<file path="src/rtl/fpu_unpack_pkg.sv">
// Shared types and field geometry for the FPU significand unpacker.
// Latency: none (types and constants only).
// Backpressure: not applicable.
package fpu_unpack_pkg;

  typedef enum logic [1:0] {
    FMT_SP = 2'b00,
    FMT_DP = 2'b01,
    FMT_HP = 2'b10
  } fmt_e;

  localparam int SIG_W  = 53;
  localparam int LZ_W   = 6;
  localparam int FRAC_W = SIG_W - 1;

  // Field positions inside the 64-bit operand word (formats are top-aligned).
  localparam int DP_EXP_W    = 11;
  localparam int DP_EXP_LSB  = 52;
  localparam int DP_FRAC_W   = 52;
  localparam int DP_FRAC_LSB = 0;

  localparam int SP_EXP_W    = 8;
  localparam int SP_EXP_LSB  = 55;
  localparam int SP_FRAC_W   = 23;
  localparam int SP_FRAC_LSB = 32;

  localparam int HP_EXP_W    = 5;
  localparam int HP_EXP_LSB  = 58;
  localparam int HP_FRAC_W   = 10;
  localparam int HP_FRAC_LSB = 48;

  // Stage-1 register contents (tag travels separately since its width is a parameter).
  typedef struct packed {
    logic [SIG_W-1:0] h;
    logic [LZ_W-1:0]  lz;
    logic             fz;
    logic             denorm;
    logic             normal;
  } S1_t;

endpackage

</file>
<file path="src/rtl/sig_lzc.sv">
// Leading-zero counter over a W-bit significand; all-zero input reports W.
// Latency: combinational.
// Backpressure: none, pure function of the input.
module sig_lzc #(
  parameter int W   = 53,
  parameter int LZW = 6
) (
  input  logic [W-1:0]   d,
  output logic [LZW-1:0] lz
);

  // Scan from the MSB; the first set bit fixes the count, none leaves the clamp value.
  always_comb begin
    logic found;
    found = 1'b0;
    lz    = LZW'(W);
    for (int i = W - 1; i >= 0; i--) begin
      if (!found && d[i]) begin
        lz    = LZW'(W - 1 - i);
        found = 1'b1;
      end
    end
  end

endmodule

</file>
<file path="src/rtl/sig_unpack_pipe.sv">
// Significand unpacker: extract, classify, count leading zeros, optionally normalise.
// Latency: 2 cycles from accept to out_valid; one operand per cycle.
// Backpressure: valid/ready; stalled stages hold, in_ready drops only when both stages are full and blocked.
module sig_unpack_pipe
  import fpu_unpack_pkg::*;
#(
  parameter int TAGW = 4,
  parameter int SW   = 53,
  parameter int LZW  = 6
) (
  input  logic            clk,
  input  logic            rst_n,
  input  logic            flush,
  input  logic            in_valid,
  output logic            in_ready,
  input  logic [63:0]     fp,
  input  logic [1:0]      fmt,
  input  logic            normal,
  input  logic [TAGW-1:0] tag_in,
  output logic            out_valid,
  input  logic            out_ready,
  output logic [SW-1:0]   h,
  output logic [SW-1:0]   f,
  output logic [LZW-1:0]  lz,
  output logic            fz,
  output logic            denorm,
  output logic [TAGW-1:0] tag_out
);

  logic              e_z;
  logic [FRAC_W-1:0] frac;
  logic [SIG_W-1:0]  h_in;
  logic [LZW-1:0]    lz_in;
  S1_t               s1_d;

  logic              s1_valid;
  S1_t               s1;
  logic [TAGW-1:0]   s1_tag;

  logic              s2_valid;
  logic [SW-1:0]     s2_h;
  logic [SW-1:0]     s2_f;
  logic [LZW-1:0]    s2_lz;
  logic              s2_fz;
  logic              s2_denorm;
  logic [TAGW-1:0]   s2_tag;

  logic              s2_adv;
  logic              s1_adv;

  // Per-format exponent-zero detect and left-aligned fraction placement; reserved format decodes as double.
  always_comb begin
    e_z  = 1'b0;
    frac = '0;
    case (fmt_e'(fmt))
      FMT_SP: begin
        e_z  = ~|fp[SP_EXP_LSB +: SP_EXP_W];
        frac = {fp[SP_FRAC_LSB +: SP_FRAC_W], {(FRAC_W - SP_FRAC_W){1'b0}}};
      end
      FMT_HP: begin
        e_z  = ~|fp[HP_EXP_LSB +: HP_EXP_W];
        frac = {fp[HP_FRAC_LSB +: HP_FRAC_W], {(FRAC_W - HP_FRAC_W){1'b0}}};
      end
      default: begin
        e_z  = ~|fp[DP_EXP_LSB +: DP_EXP_W];
        frac = fp[DP_FRAC_LSB +: DP_FRAC_W];
      end
    endcase
  end

  assign h_in = {~e_z, frac};

  sig_lzc #(
    .W   (SW),
    .LZW (LZW)
  ) u_lzc (
    .d  (h_in),
    .lz (lz_in)
  );

  // Assemble the stage-1 payload; infinities and NaNs pass through with the hidden bit set.
  always_comb begin
    s1_d        = '0;
    s1_d.h      = h_in;
    s1_d.lz     = lz_in;
    s1_d.fz     = ~|h_in;
    s1_d.denorm = e_z & (|frac);
    s1_d.normal = normal;
  end

  assign s2_adv   = !s2_valid || out_ready;
  assign s1_adv   = !s1_valid || s2_adv;
  assign in_ready = s1_adv;

  // Stage 1: capture the classified operand; flush wins over any transfer.
  always_ff @(posedge clk or negedge rst_n) begin
    if (!rst_n) begin
      s1_valid <= 1'b0;
      s1       <= '0;
      s1_tag   <= '0;
    end else if (flush) begin
      s1_valid <= 1'b0;
    end else if (s1_adv) begin
      s1_valid <= in_valid;
      if (in_valid) begin
        s1     <= s1_d;
        s1_tag <= tag_in;
      end
    end
  end

  // Stage 2: normalising shift (zero operand shifts out to zero) and output registers.
  always_ff @(posedge clk or negedge rst_n) begin
    if (!rst_n) begin
      s2_valid  <= 1'b0;
      s2_h      <= '0;
      s2_f      <= '0;
      s2_lz     <= '0;
      s2_fz     <= 1'b0;
      s2_denorm <= 1'b0;
      s2_tag    <= '0;
    end else if (flush) begin
      s2_valid <= 1'b0;
    end else if (s2_adv) begin
      s2_valid <= s1_valid;
      if (s1_valid) begin
        s2_h      <= s1.h;
        s2_f      <= s1.normal ? (s1.h << s1.lz) : s1.h;
        s2_lz     <= s1.lz;
        s2_fz     <= s1.fz;
        s2_denorm <= s1.denorm;
        s2_tag    <= s1_tag;
      end
    end
  end

  assign out_valid = s2_valid;
  assign h         = s2_h;
  assign f         = s2_f;
  assign lz        = s2_lz;
  assign fz        = s2_fz;
  assign denorm    = s2_denorm;
  assign tag_out   = s2_tag;

endmodule

</file>
<file path="config.mk">
export PLATFORM = sky130hd
export DESIGN_NAME = sig_unpack_pipe
export DESIGN_NICKNAME = d
export VERILOG_FILES = /design/src/rtl/fpu_unpack_pkg.sv /design/src/rtl/sig_lzc.sv /design/src/rtl/sig_unpack_pipe.sv
export SDC_FILE = /design/constraint.sdc
export NUM_CORES = 1
export LEC_CHECK = 0
export CAP_MARGIN = 20
export CORE_ASPECT_RATIO = 0.7
export CORE_MARGIN = 2
export CORE_UTILIZATION = 54
export DETAILED_ROUTE_END_ITERATION = 10
export HOLD_SLACK_MARGIN = 0.1
export PLACE_DENSITY_LB_ADDON = 0.08
export SLEW_MARGIN = 15
export SYNTH_ARGS = -nofsm -noshare
export SYNTH_HDL_FRONTEND = slang
export SYNTH_SLANG_ARGS = --single-unit
</file>
<file path="constraint.sdc">
create_clock -name clk -period 3.5 [get_ports clk]
set_input_delay 0.525 -clock clk [delete_from_list [all_inputs] [get_ports clk]]
set_output_delay 0.525 -clock clk [all_outputs]
set_load 0.01 [all_outputs]
</file>
==> reports/results.txt <==
Synth area leader -> dfrtp_1
final worst-path cycle share -> 90.4%
worst path cell trace -> buf_4 > mux4_2 > mux2_2 > mux2i_1 > mux2_2 > o221ai_1 > o21a_1
Layout Nets -> 1520
GP Congestion -> 0.971
Core ar. -> 21000 sq um
ys flop type -> dfrtp_1
highest-count cells in the layout ignoring fill and taps -> 310 x nand2_1, 192 x clkdlybuf4s50_1, 184 x dfrtp_1
r2r setup slk -> 330 ps
asr flop ratio synth -> 100%
root buffer cell -> clkbuf_16
Seq/Total Area, Yosys -> 39.9%
cts hold-fix bufs -> 1
drt via density -> 6.53
Yosys cell types -> 78
placed cell area -> 14000 sq um
fin crit period -> 3170 ps
Final HPWL DP -> 30.9 mm
min-delay worst type -> reg2reg
hold_ws -> 473 ps
Initial Utilization -> 55.6%
skew final -> 18.7 ps
largest family of logic cells by synthesized area -> multiplexers
filler-free cell count of the finished design -> 1733
CTS tree -> yes
Max Clk Rate -> 0.316 GHz
adder-cell share of the synthesized area -> 0%
post-synthesis compound-gate area fraction -> 15.8%
Yosys top cell area share -> 39.9%
top post-synthesis cells by area -> dfrtp_1 40%, mux4_2 11%, nand2_1 10%
Max FO, Critical Path -> 25
post-placement cell count -> 1700
CTS Buf Count -> 17
DR iter-0 viols -> 1518
chip height -> 127 microns
Mapped Cells -> 1268
routed wire length -> 42.8 mm
Clock Sinks -> 186
Synth Register Bits -> 186
Power Total -> 7.13 mW
DRT antenna net count -> 0
most frequent CP cell -> mux2_2
fin. max-slew vios -> 0
post-cts resize count -> 0
mux contribution to synthesized area -> 20.5%
row cnt -> 44
number of synthesized flops with an enable pin -> 0
Clk Latency, worst-skew pair -> 450 ps
vias in the first global route -> 10716
initial antenna violation count -> 0
Top delay family on crit path -> multiplexers
Max Cap Viol -> 0
final setup margin -> 334 ps
first-pass GRT wire length -> 65.1 mm
gr ovfl total -> 0
die area -> 22800 sq um
Worst EP arrival -> 3500 ps
CP Capture Type -> flop
ant diodes -> 0
RSZ-0062 raised after global routing -> no
Vias -> 11323
total global-route track usage -> 37.8%
worst slack, placed -> 156 ps
commonest non-fill, non-tap cell in the layout -> nand2_1
Max IR drop VDD -> 0.353 mV
htree depth -> 4
clk buf depth -> 2
CP max stage cell -> dfrtp_2
final core occ -> 69.8%
syn_area_per_cell -> 9.19 sq um
Critical Path RT -> 3830 ps
layout cells sized above 1 -> 15.1%
Leak -> 6.27 nW
final setup violation count -> 0
Die X -> 180 microns
clock slew at reported path FFs -> 70 ps
Power Density -> 487 nW/um^2
simple-gate area share of the yosys netlist -> 19.6%
syn nets -> 1344
Final Hold Fails -> 0
largest net degree at the start of global routing -> 72
Area Growth Syn to Fin -> 25.6%
crit-path max cell delay -> 830 ps
# DRC -> 0
worst path bufs/invs -> 1
synthesized area -> 11700 sq um
DR WL/cell -> 24.7 microns
CP Launch Type -> flop
drt pass-1 iters -> 6
Setup TNS -> 0 ps
Synth Warn # -> 0
Worst-Margin Slew -> 785 ps
status -> finished clean
XOR/XNOR Fraction of Synth Area -> 0%
Port Buffers -> 194
Ports -> 196
design area -> 14600 sq um
Setup CP Type -> reg2reg
post-CTS setup buffer count -> 0
Worst slew margin -> 47.7%
==> layout make-up <==
| cell class | count | area [sq um] |
|---|---|---|
| Inverter | 22 | 82.6 |
| Clock buffer | 17 | 425 |
| Tap cell | 276 | 345 |
| Multi-Input combinational cell | 964 | 6520 |
| Clock inverter | 15 | 176 |
| Sequential cell | 186 | 4660 |
| Fill cell | 1635 | 6340 |
| Timing Repair Buffer | 253 | 2430 |
==> cells in the mapped netlist (6+ instances only) <==
master	count
a211oi_1	9
a21oi_1	58
a221oi_1	8
a31oi_1	9
and3_1	12
buf_1	16
buf_2	9
clkbuf_1	64
dfrtp_1	186
inv_1	20
mux2_2	47
mux2i_1	54
mux4_2	55
nand2_1	310
nand2b_1	9
nand3_1	35
nor2_1	81
nor2b_1	8
nor3_1	9
nor3b_1	10
o211ai_1	6
o21a_1	12
o21ai_0	95
o221ai_1	16
o22ai_1	18
o41ai_1	6
==> worst register-to-register path, cell delays in order (launching register included) <==
cell,delay [ps]
dfrtp_2,830
buf_4,320
mux4_2,530
mux2_2,320
mux2i_1,440
mux2_2,310
o221ai_1,140
o21a_1,160
==> layer usage <==
metal	track usage [%]	wire, microns	vias to the layer above
met1	55.7	18300	5520
met5	0	0	-
met3	12.3	5440	82
met4	9.90	1080	0
li1	-	-	4937
met2	53.8	17900	784
==> cells by family after synthesis <==
group	Yosys count
AO/OA/AOI/OAI	285
buffers and inverters	118
multiplexers	162
flip-flops	186
AND/OR/NAND/NOR	517
==> power by group <==
part / internal (mW) / leakage [nW] / switching, mW
registers: 2.50 / 2.36 / 0.440
logic: 1.09 / 3.62 / 1.08
clock network: 1.08 / 0.297 / 0.931
==> sequential cells by signal, indices dropped and copies added (netlist names) <==
register,count
s1_valid,1
out_valid,1
fz,1
f,53
s1,62
tag_out,4
s1_tag,4
lz,6
h,53
denorm,1
==> path summary, 6_finish.rpt <==
path / cells past startpoint / start / end
min in group asynchronous: 2 / rst_n / h[41]$_DFFE_PN0P_
worst min register to register: 2 / lz[4]$_DFFE_PN0P_ / lz[4]$_DFFE_PN0P_
worst min-delay path: 2 / lz[4]$_DFFE_PN0P_ / lz[4]$_DFFE_PN0P_
worst max register to register: 7 / s1[3]$_DFFE_PN0P_ / f[27]$_DFFE_PN0P_
max in group asynchronous: 3 / rst_n / f[46]$_DFFE_PN0P_
worst max-delay path: 7 / s1[3]$_DFFE_PN0P_ / f[27]$_DFFE_PN0P_
No activity file was read; power rests on OpenSTA's default activity.
